===== config.mk =====
export PLATFORM = sky130hd
export DESIGN_NAME = whack_input_encoder
export DESIGN_NICKNAME = d
export VERILOG_FILES = /design/src/rtl/whack_input_encoder.sv
export SDC_FILE = /design/constraint.sdc
export NUM_CORES = 1
export LEC_CHECK = 0
export ABC_CLOCK_PERIOD_IN_PS = 2900
export BUFFER_PORTS_ARGS = -buffer_cell sky130_fd_sc_hd__buf_4
export CORE_MARGIN = 5
export CORE_UTILIZATION = 30
export CTS_CLUSTER_SIZE = 14
export DETAILED_ROUTE_END_ITERATION = 6
export HOLD_SLACK_MARGIN = 0.12
export PLACE_DENSITY_LB_ADDON = 0.1
export SETUP_SLACK_MARGIN = 0.15
export SYNTH_ARGS = -nofsm -noshare
export SYNTH_HDL_FRONTEND = slang
export SYNTH_SLANG_ARGS = --single-unit

===== constraint.sdc =====
create_clock -name clock -period 2.9 [get_ports clock]
set_input_delay 0.87 -clock clock [delete_from_list [all_inputs] [get_ports clock]]
set_output_delay 0.87 -clock clock [all_outputs]
set_load 0.02 [all_outputs]

===== src/rtl/whack_input_encoder.sv =====
// Mole pushbutton front end: sync, debounce, edge-detect, encode one hit.
// Optional PRESS_COUNT_EN adds a saturating accepted-press counter.
module whack_input_encoder #(
  parameter int NUM_KEYS        = 5,
  parameter int DEBOUNCE_CYCLES = 16,
  parameter int HOLD_CYCLES     = 4
) (
  input  logic                clock,
  input  logic                reset,
  input  logic                enable,
  input  logic [NUM_KEYS-1:0] rawKeys,
  output logic [2:0]          userGameInput,
  output logic                hitPulse,
`ifdef PRESS_COUNT_EN
  output logic                multiPress,
  output logic [7:0]          pressCount
`else
  output logic                multiPress
`endif
);

  localparam int CW = $clog2(DEBOUNCE_CYCLES + 1);
  localparam int HW = (HOLD_CYCLES > 1) ?
                      $clog2(HOLD_CYCLES) : 1;

  typedef enum logic [1:0] {
    IDLE,
    HOLD,
    RELEASE_WAIT
  } state_t;

  logic [NUM_KEYS-1:0] syncMeta;
  logic [NUM_KEYS-1:0] syncKey;
  logic [NUM_KEYS-1:0] stable;
  logic [NUM_KEYS-1:0] stablePrev;
  logic [NUM_KEYS-1:0] press;
  logic [CW-1:0]       debCnt [NUM_KEYS];

  state_t      state;
  state_t      stateNext;
  logic [HW-1:0] holdCnt;
  logic [HW-1:0] holdNext;
  logic [2:0]  codeNext;
  logic        hitNext;
  logic        multiNext;
  logic [2:0]  hitCode;
  logic [3:0]  pressNum;

  always_ff @(posedge clock) begin
    if (reset) begin
      syncMeta <= '0;
      syncKey  <= '0;
    end else begin
      syncMeta <= rawKeys;
      syncKey  <= syncMeta;
    end
  end

  // Level change accepted only after DEBOUNCE_CYCLES differing samples.
  always_ff @(posedge clock) begin
    if (reset) begin
      stable     <= '0;
      stablePrev <= '0;
      for (int i = 0; i < NUM_KEYS; i++)
        debCnt[i] <= '0;
    end else begin
      stablePrev <= stable;
      for (int i = 0; i < NUM_KEYS; i++) begin
        if (syncKey[i] == stable[i]) begin
          debCnt[i] <= '0;
        end else if (debCnt[i] ==
                     CW'(DEBOUNCE_CYCLES - 1)) begin
          stable[i] <= syncKey[i];
          debCnt[i] <= '0;
        end else begin
          debCnt[i] <= debCnt[i] + 1'b1;
        end
      end
    end
  end

  assign press = stable & ~stablePrev;

  always_comb begin
    hitCode  = 3'd0;
    pressNum = 4'd0;
    for (int i = NUM_KEYS - 1; i >= 0; i--) begin
      if (press[i])
        hitCode = 3'(i + 1);
    end
    for (int i = 0; i < NUM_KEYS; i++)
      pressNum = pressNum + {3'd0, press[i]};
  end

  always_ff @(posedge clock) begin
    if (reset) begin
      state         <= IDLE;
      holdCnt       <= '0;
      userGameInput <= 3'd0;
      hitPulse      <= 1'b0;
      multiPress    <= 1'b0;
    end else begin
      state         <= stateNext;
      holdCnt       <= holdNext;
      userGameInput <= codeNext;
      hitPulse      <= hitNext;
      multiPress    <= multiNext;
    end
  end

  always_comb begin
    stateNext = state;
    holdNext  = holdCnt;
    codeNext  = userGameInput;
    hitNext   = 1'b0;
    multiNext = 1'b0;
    if (!enable) begin
      stateNext = IDLE;
      holdNext  = '0;
      codeNext  = 3'd0;
    end else begin
      case (state)
        IDLE: begin
          codeNext = 3'd0;
          if (|press) begin
            codeNext  = hitCode;
            hitNext   = 1'b1;
            multiNext = (pressNum >= 4'd2);
            holdNext  = HW'(HOLD_CYCLES - 1);
            stateNext = HOLD;
          end
        end
        HOLD: begin
          if (holdCnt == '0) begin
            codeNext  = 3'd0;
            stateNext = RELEASE_WAIT;
          end else begin
            holdNext = holdCnt - 1'b1;
          end
        end
        RELEASE_WAIT: begin
          // Wait for full release so a held key cannot re-fire.
          if (stable == '0)
            stateNext = IDLE;
        end
        default: begin
          stateNext = IDLE;
          codeNext  = 3'd0;
          holdNext  = '0;
        end
      endcase
    end
  end

`ifdef PRESS_COUNT_EN
  logic enablePrev;

  always_ff @(posedge clock) begin
    if (reset) begin
      enablePrev <= 1'b0;
      pressCount <= 8'd0;
    end else begin
      enablePrev <= enable;
      if (enable && !enablePrev)
        pressCount <= 8'd0;
      else if (hitPulse && pressCount != 8'hFF)
        pressCount <= pressCount + 8'd1;
    end
  end
`endif

endmodule


# Word-level counts from Yosys, hierarchy flattened
# Memory sizes are Yosys's and may differ from the RTL's.
# Cells that the tools add are included.
dict set report classes {
  reduce_logical 15
  n_addsub 10
  bitwise 26
  n_eq_ne 16
  n_lt_le_gt_ge 1
  n_mux 88
}
# cell count
set op_table {}
lappend op_table {{$mux W5} 15}
lappend op_table {{$mux W1} 58}
lappend op_table {{$add A5 B1 Y5 const B} 5}
lappend op_table {{$eq A5 B4 Y1 const B} 5}
lappend op_table {{$mux W3} 7}
lappend op_table {{$or A1 B1 Y1} 15}
lappend op_table {{$pmux W2 S3} 2}
lappend op_table {{$reduce_and A2 Y1} 6}
lappend op_table {{$mux W2} 5}
lappend op_table {{$not A1 Y1} 9}
lappend op_table {{$pmux W3 S3} 1}
lappend op_table {{$ne A2 B2 Y1 const B} 4}
lappend op_table {{$reduce_and A3 Y1} 2}
lappend op_table {{$and A5 B5 Y5} 1}
lappend op_table {{$eq A1 B1 Y1} 5}
lappend op_table {{$logic_not A5 Y1} 1}
lappend op_table {{$not A5 Y5} 1}
lappend op_table {{$reduce_or A5 Y1} 1}
lappend op_table {{$add A3 B1 Y4} 1}
lappend op_table {{$add A4 B1 Y4} 1}
lappend op_table {{$ge A4 B2 Y1 const B} 1}
lappend op_table {{$logic_not A2 Y1} 2}
lappend op_table {{$reduce_or A4 Y1} 1}
lappend op_table {{$add A2 B1 Y3} 1}
lappend op_table {{6 further kinds} 6}
dict set report word_totals {
  elab_cells 170
  inputBits 8
  mem_count 1
  ramBits 25
  output_inout_bits 5
  reg_bits 29
}
# name words word_bits read_ports rd_ports_with_merged_regs wr line_no
set memory_table {}
lappend memory_table {debCnt 5 5 5 0 5 37} ;# logic [CW-1:0] debCnt [NUM_KEYS];

# Longest topological paths before layout
# Gate-level depths: netlist (run 1).
dict set report logic_depth {
  ltp_word 9
  mapped_depth 6
}

# Worst setup path after synthesis (run 1)
# No wires, ideal clock.
dict set report synth_path {
  path_kind {flip-flop to flip-flop}
  from {reg stable[0]}
  to {reg multiPress}
  path_stages_with_launch 6
  setup_time_ns 0.120
  arrival_ns 1.594
  path_slack_ns 1.186
  required_time_ns 2.780
  path_cell_list {dfxtp_1 > nor2b_1 > fa_1 > ha_1 > a311oi_1 > nor2_1}
}
dict set report synth_between {
  elab_chain_cells 6
  word_cells_on_any_way 9
}
# element line_no
set synth_rtl {}
lappend synth_rtl {{start, declared} 34} ;# logic [NUM_KEYS-1:0] stable;
lappend synth_rtl {{start signal, assigned by index} 73} ;# stable[i] <= syncKey[i];
lappend synth_rtl {{$and A5 B5 Y5 (*)} 82} ;# assign press = stable & ~stablePrev;
lappend synth_rtl {{$add A1 B1 Y2} 92} ;# pressNum = pressNum + {3'd0, press[i]};
lappend synth_rtl {{$add A2 B1 Y3} 92}
lappend synth_rtl {{$add A3 B1 Y4} 92}
lappend synth_rtl {{$add A4 B1 Y4} 92}
lappend synth_rtl {{$ge A4 B2 Y1} 128} ;# multiNext = (pressNum >= 4'd2);
lappend synth_rtl {{end signal, assigned} 107} ;# multiPress <= multiNext;
lappend synth_rtl {{end, declared} 18} ;# output logic multiPress
# Mark *: on every way between the ends. The rest lies on a longest branch, timed or not.
# A chain may end at the register's enable or synchronous reset.

# Worst setup path in the final report (run 1)
# Ends and elaborated chain as after synthesis.

==> results of run 1 <==
## path summary, 6_finish.rpt
| path | endpoint | slack, ns | depth (start not counted) |
|---|---|---|---|
| worst min register to register | syncKey[0] | 0.44 | 1 |
| worst min-delay path | syncKey[0] | 0.44 | 1 |
| worst max register to register | multiPress | 0.92 | 5 |
| worst max-delay path | multiPress | 0.92 | 5 |
## cell families (layout without fill, tap and decap cells)
family                     count (synthesis)  in the layout  share of synthesized area
adders and majority gates                 14             14                    0.07791
AOI/OAI and AO/OA                         14             14                    0.04589
buffers and inverters                     20             37                    0.03255
muxes                                      7              7                    0.02988
xor gates and xnor gates                  15             15                    0.05603
and+or+nand+nor                           83             83                     0.1884
DFF                                       54             54                     0.5678
other                                      1             25                   0.001599
## power breakdown
group	internal, W	switching [W]	total (W)
Sequential	0.000818	0.0000121	0.000830
Clock	0.000167	0.000239	0.000406
Combinational	0.0000256	0.0000291	0.0000547
## stage by stage
step	total power [W]	instance area, sq um
detailed placement	0.0009034	2640
CTS	0.001321	2721
finish	0.001290	2721
global placement	0.0009026	2640
global route	0.001362	2721
floorplan	0.0008850	2435
## layer usage
| metal | wire length [um] | track usage | share of wire |
|---|---|---|---|
| met5 | 0 | 0 | 0 |
| met4 | 78 | 0.03782 | 0.022 |
| met3 | 130 | 0.03000 | 0.037 |
| met2 | 1600 | 0.1378 | 0.45 |
| met1 | 1740 | 0.1030 | 0.49 |
## registers in the layout (all words and copies together), names as in the netlist
register       cells
holdCnt            2
stablePrev         5
state              2
hitPulse           1
syncMeta           5
userGameInput      3
debCnt            25
syncKey            5
multiPress         1
stable             5
## Yosys cell counts
cell type	number	area share
o2111ai_1	1	0.0037
a21oi_1	2	0.0043
and3_1	5	0.013
nand3_1	7	0.015
ha_1	13	0.069
buf_2	1	0.0021
nor2_1	34	0.054
conb_1	1	0.0016
clkbuf_1	2	0.0032
nand2_1	4	0.0064
xnor2_1	10	0.037
or3_1	5	0.013
inv_1	17	0.027
nand2b_1	6	0.016
nor2b_1	17	0.045
mux2i_1	7	0.030
nor2b_4	1	0.0059
nor3_1	1	0.0021
o21bai_1	1	0.0032
nand3b_1	1	0.0032
a2111oi_2	1	0.0064
nand4b_4	1	0.010
dfxtp_1	29	0.25
edfxtp_1	25	0.32
a211o_1	2	0.0075
o211a_1	1	0.0043
a32oi_1	1	0.0037
a31oi_1	1	0.0027
xor2_1	5	0.019
o21ai_0	3	0.0064
or4_1	1	0.0032
fa_1	1	0.0085
a311oi_1	1	0.0037
## layout make-up
class	instances	area, sq um	share of cell area
inverters	17	63.81	0.02345
well taps	102	127.6	0.04690
flip-flops and latches	54	1331	0.4892
clock inverters	2	8.758	0.003218
clock buffers	6	72.57	0.02667
repair buffers	12	90.09	0.03310
multi-input cells	158	1027	0.3775
==> impl_metrics.yaml, run 1 <==
run_status:
  status: "finished, final reports clean"
yosys:
  ys_seq_elements: 54
  synth_area_per_cell_sq_um: 11.27
  synthCells: 208
  yosysWarnings: 0
  ys_types: 33
  synthesis.area_sq_um: 2345
  seq_area_frac_synth: 0.5678
worst_setup_path:
  crit_fanout: 5
  crit_arrival_ns: 2.17
  critPathLaunch: "stable[0]"
  crit_slowest_cell: "fa_1"
  cp_cell_sequence: "nor2b_1, fa_1, ha_1, a311oi_1, nor2_1"
  reg2reg_from: "stable[0]"
  required_ns: 3.10
  path_class: "reg2reg"
  end_kind: "register"
  critical_path.max_stage_delay_ns: 0.47
  cp.buffers_inverters: 0
  start_kind: "register"
  critPathTopFamily: "adder cells"
clocking:
  cts-hold-fix-buffers: 0
  clock-sinks: 54
  clockBufferDepth: 2
  htree_levels: 2
  cts_tree: "yes"
  cts_root_buf: "clkbuf_8"
  clk_pin_slew_ns: 0.09
  cts_buffers: 5
  ctsResizeCount: 0
  clk_latency_ns: 0.30
  post_cts_buffers: 0
power_and_ir_drop:
  power_leakage_nw: 1.122
  ir_drop_uv: 167.9
  power-per-cell-area_nw_per_um2: 474.1
grt:
  grt_pass1_wl_um: 6679
  grt.overflow.total: 0
  grt_pass1_vias: 1453
  grt_usage: 0.08556
  antenna_found_initial: 0
  grt_start_max_net_pins: 28
final_layout:
  antenna_cells: 0
  final_layout_size_suffix_gt1_frac: 0.08434
  mostFrequentLayoutCells: "nor2_1 (34), dfxtp_1 (29), edfxtp_1 (25), conb_1 (25)"
  nFillCells: 789
  stdcell_count: 351
  layout_commonest_cell: "nor2_1"
  area_delta_synth_final_pct: 16.06
  fin_nets: 270
  utilization: 0.3540
timing:
  setup_tns_ns: 0
  min_period_over_period: 0.6825
  fin_ws_ns: 0.9208
  setup_viol: 0
  timing.hold.ws_ns: 0.4427
  rsz0062_at_grt: "false"
  skew_ns: 0.002589
  fmax_mhz: 505.3
  drv_slew: 0
  hold_viol_final: 0
  min_period_ns: 1.979
floorplan:
  rows: 32
  ios: 13
  core_area_sq_um: 7687
  fp.dieW_um: 98.41
  die-area_sq_um: 9684
  start_util: 0.3050
  die_h_um: 98.41
routing:
  first_pass_iters: 4
  avgViaCountPerCell: 4.108
  ant_nets: 0
  drt-initial-drc-count: 30
  wl_per_cell_um: 10.11
  drt-total-wl_um: 3550
  vias: 1442
  drcViolationCount: 0
worst_hold_path:
  min_from: "syncMeta[0]"
  min_path_type: "reg2reg"
placement:
  dp.cells: 343
  post-dp-hpwl_um: 2560
  gp_congestion: 0.7104
  dp_slack_ns: 0.9432
  port_buffers: 12
job:
  max-cap-violations: 0
No activity file was read; power rests on OpenSTA's default activity.
==> run 2: changes to the inputs <==
--- a/config.mk
+++ b/config.mk
@@ -5,7 +5,7 @@
 export SDC_FILE = /design/constraint.sdc
 export NUM_CORES = 1
 export LEC_CHECK = 0
-export ABC_CLOCK_PERIOD_IN_PS = 2900
+export ABC_CLOCK_PERIOD_IN_PS = 1650
 export BUFFER_PORTS_ARGS = -buffer_cell sky130_fd_sc_hd__buf_4
 export CORE_MARGIN = 5
 export CORE_UTILIZATION = 30
==> constraint.sdc (replaced) <==
create_clock -name clock -period 1.65 [get_ports clock]
set_input_delay 0.495 -clock clock [delete_from_list [all_inputs] [get_ports clock]]
set_output_delay 0.495 -clock clock [all_outputs]
set_load 0.02 [all_outputs]
==> run 2 against run 1 <==
Die area is the same. Hold slack lost 0.044 ns. Sequential power up 76%. Routed wire length rose by 9.7%. Fmax up 22%. First-iteration DRC count down 6.7%. Global-route usage down 0.12 points. Sequential share of layout area decreased by 7.0 points. Combinational power grew to 2.6 times the previous value. Total power increased by 110%. Register-to-register slack worse by 0.89 ns. Critical path depth is the same. Highest routed layer unchanged.
==> impl_metrics.yaml, run 2 (synthesized netlist as in run 1, its figures left out) <==
run_status:
  status: "finished, final reports clean"
grt:
  grt_pass1_wl_um: 6589
  grt_start_max_net_pins: 23
  antenna_found_initial: 0
  grt_usage: 0.08440
  grt.overflow.total: 0
  grt_pass1_vias: 1536
worst_setup_path:
  reg2regPathDepth: 5
  required_ns: 1.85
  start_kind: "register"
  end_kind: "register"
  path_class: "reg2reg"
  crit_fanout: 2
  crit_arrival_ns: 1.83
floorplan:
  die-area_sq_um: 9684
  ios: 13
  rows: 32
  fp.dieW_um: 98.41
  start_util: 0.3050
  core_area_sq_um: 7687
  die_h_um: 98.41
final_layout:
  final_layout_size_suffix_gt1_frac: 0.3506
  largest_reg_flops: 25
  layout_commonest_cell: "buf_4"
  area_delta_synth_final_pct: 35.97
  antenna_cells: 0
  largest_register: "debCnt"
  stdcell_count: 373
  mostFrequentLayoutCells: "buf_4 (33), dfxtp_1 (26), edfxtp_1 (25), conb_1 (25)"
  fin_nets: 292
  nFillCells: 788
job:
  max-cap-violations: 0
routing:
  avgViaCountPerCell: 4.123
  first_pass_iters: 4
  drcViolationCount: 0
  drt-initial-drc-count: 28
  vias: 1538
  ant_nets: 0
  drt-total-wl_um: 3894
  wl_per_cell_um: 10.44
timing:
  rsz0062_at_grt: "true"
  min_period_ns: 1.624
  setup_viol: 0
  hold_viol_final: 0
  drv_slew: 0
  timing.hold.ws_ns: 0.3992
  min_period_over_period: 0.9843
  fmax_mhz: 615.7
  skew_ns: 0.008901
clocking:
  clockBufferDepth: 2
  cts_tree: "yes"
  clock-sinks: 54
  clk_latency_ns: 0.30
  cts_buffers: 5
  cts_root_buf: "clkbuf_8"
  htree_levels: 2
  clk_pin_slew_ns: 0.10
power_and_ir_drop:
  ir_drop_uv: 369.6
  power.internal_w: 0.002155
  comb_power_share: 0.054
  switchingPower_w: 0.0005285
  power_leakage_nw: 1.250
  power_frac_seq: 0.543
  clkPwrFrac: 0.403
  p_sw_frac: 0.1969
  power-per-cell-area_nw_per_um2: 841.9
placement:
  dp.cells: 352
  gp_congestion: 0.7705
  port_buffers: 12
  post-dp-hpwl_um: 2707
worst_hold_path:
  min_path_type: "in2reg"
  holdPathStages: 2
-- run 2: changes by cell type in the layout (fill, tap and decap cells not counted), moves of 4 or more --
cell	before	now
and3_1	5	0
and3_4	0	5
buf_4	12	33
ha_1	13	2
ha_2	0	5
ha_4	0	6
nor2_1	34	14
nor2_2	0	16
nor2_4	0	4
or3_1	5	0
or3_4	0	5
-- run 2: metal layers --
metal  part of all wire  GRT usage  vias up
met4              0.019    0.03256        0
met5                  0          0        -
met1               0.48     0.1040      709
li1                   -          -      802
met2               0.47     0.1362       19
met3              0.030    0.02857        8
-- run 2: stage by stage --
step	area (sq um)	total power, W	TNS [ns]	worst slack [ns]	util
floorplan	2586	0.001566	0	0.05267	-
global placement	2859	0.001605	0	0.04112	0.3719
detailed placement	2859	0.001606	0	0.006390	0.3719
CTS	3077	0.002723	0	0.01116	0.4002
global route	3188	0.002802	-0.03421	-0.03421	0.4147
finish	3188	0.002684	0	0.02592	0.4147
-- run 2: worst paths after layout --
kind	slack (ns)	startpoint	end
worst max-delay path	0.03	stable[0]	multiPress
worst min register to register	0.44	syncMeta[1]	syncKey[1]
worst max register to register	0.03	stable[0]	multiPress
worst min-delay path	0.40	rawKeys[2]	syncMeta[2]
-- run 2: area by class of cell --
cell class / count / area, sq um / area share
multi-input cells: 158 / 1257 / 0.3944
flip-flops and latches: 54 / 1335 / 0.4188
clock inverters: 2 / 60.06 / 0.01884
clock buffers: 6 / 82.58 / 0.02590
well taps: 102 / 127.6 / 0.04003
repair buffers: 34 / 259.0 / 0.08124
inverters: 17 / 66.31 / 0.02080
-- run 2: repair_timing --
action	in CTS	in global routing
hold buffers	0	0
endpoints found under the setup margin	26	29
setup buffers	8	5
pin swaps	11	5
endpoints found under the hold margin	0	0
gates resized for setup	7	24
-- run 2: power by group through the flow --
stage	sequential (W)	clock, W	combinational (W)
final	0.00146	0.00108	0.000144
after CTS	0.00146	0.00114	0.000129
after global placement	0.00149	0	0.000116
after floorplan	0.00149	0	0.0000805
after detailed placement	0.00149	0	0.000116
after global routing	0.00146	0.00117	0.000165
-- run 2: critical path, stage by stage, from the launching register on --
cell and delay (ns):
dfxtp_2 0.33, nor2b_4 0.13, fa_1 0.53, ha_1 0.22
a311oi_1 0.25, nor2_1 0.06
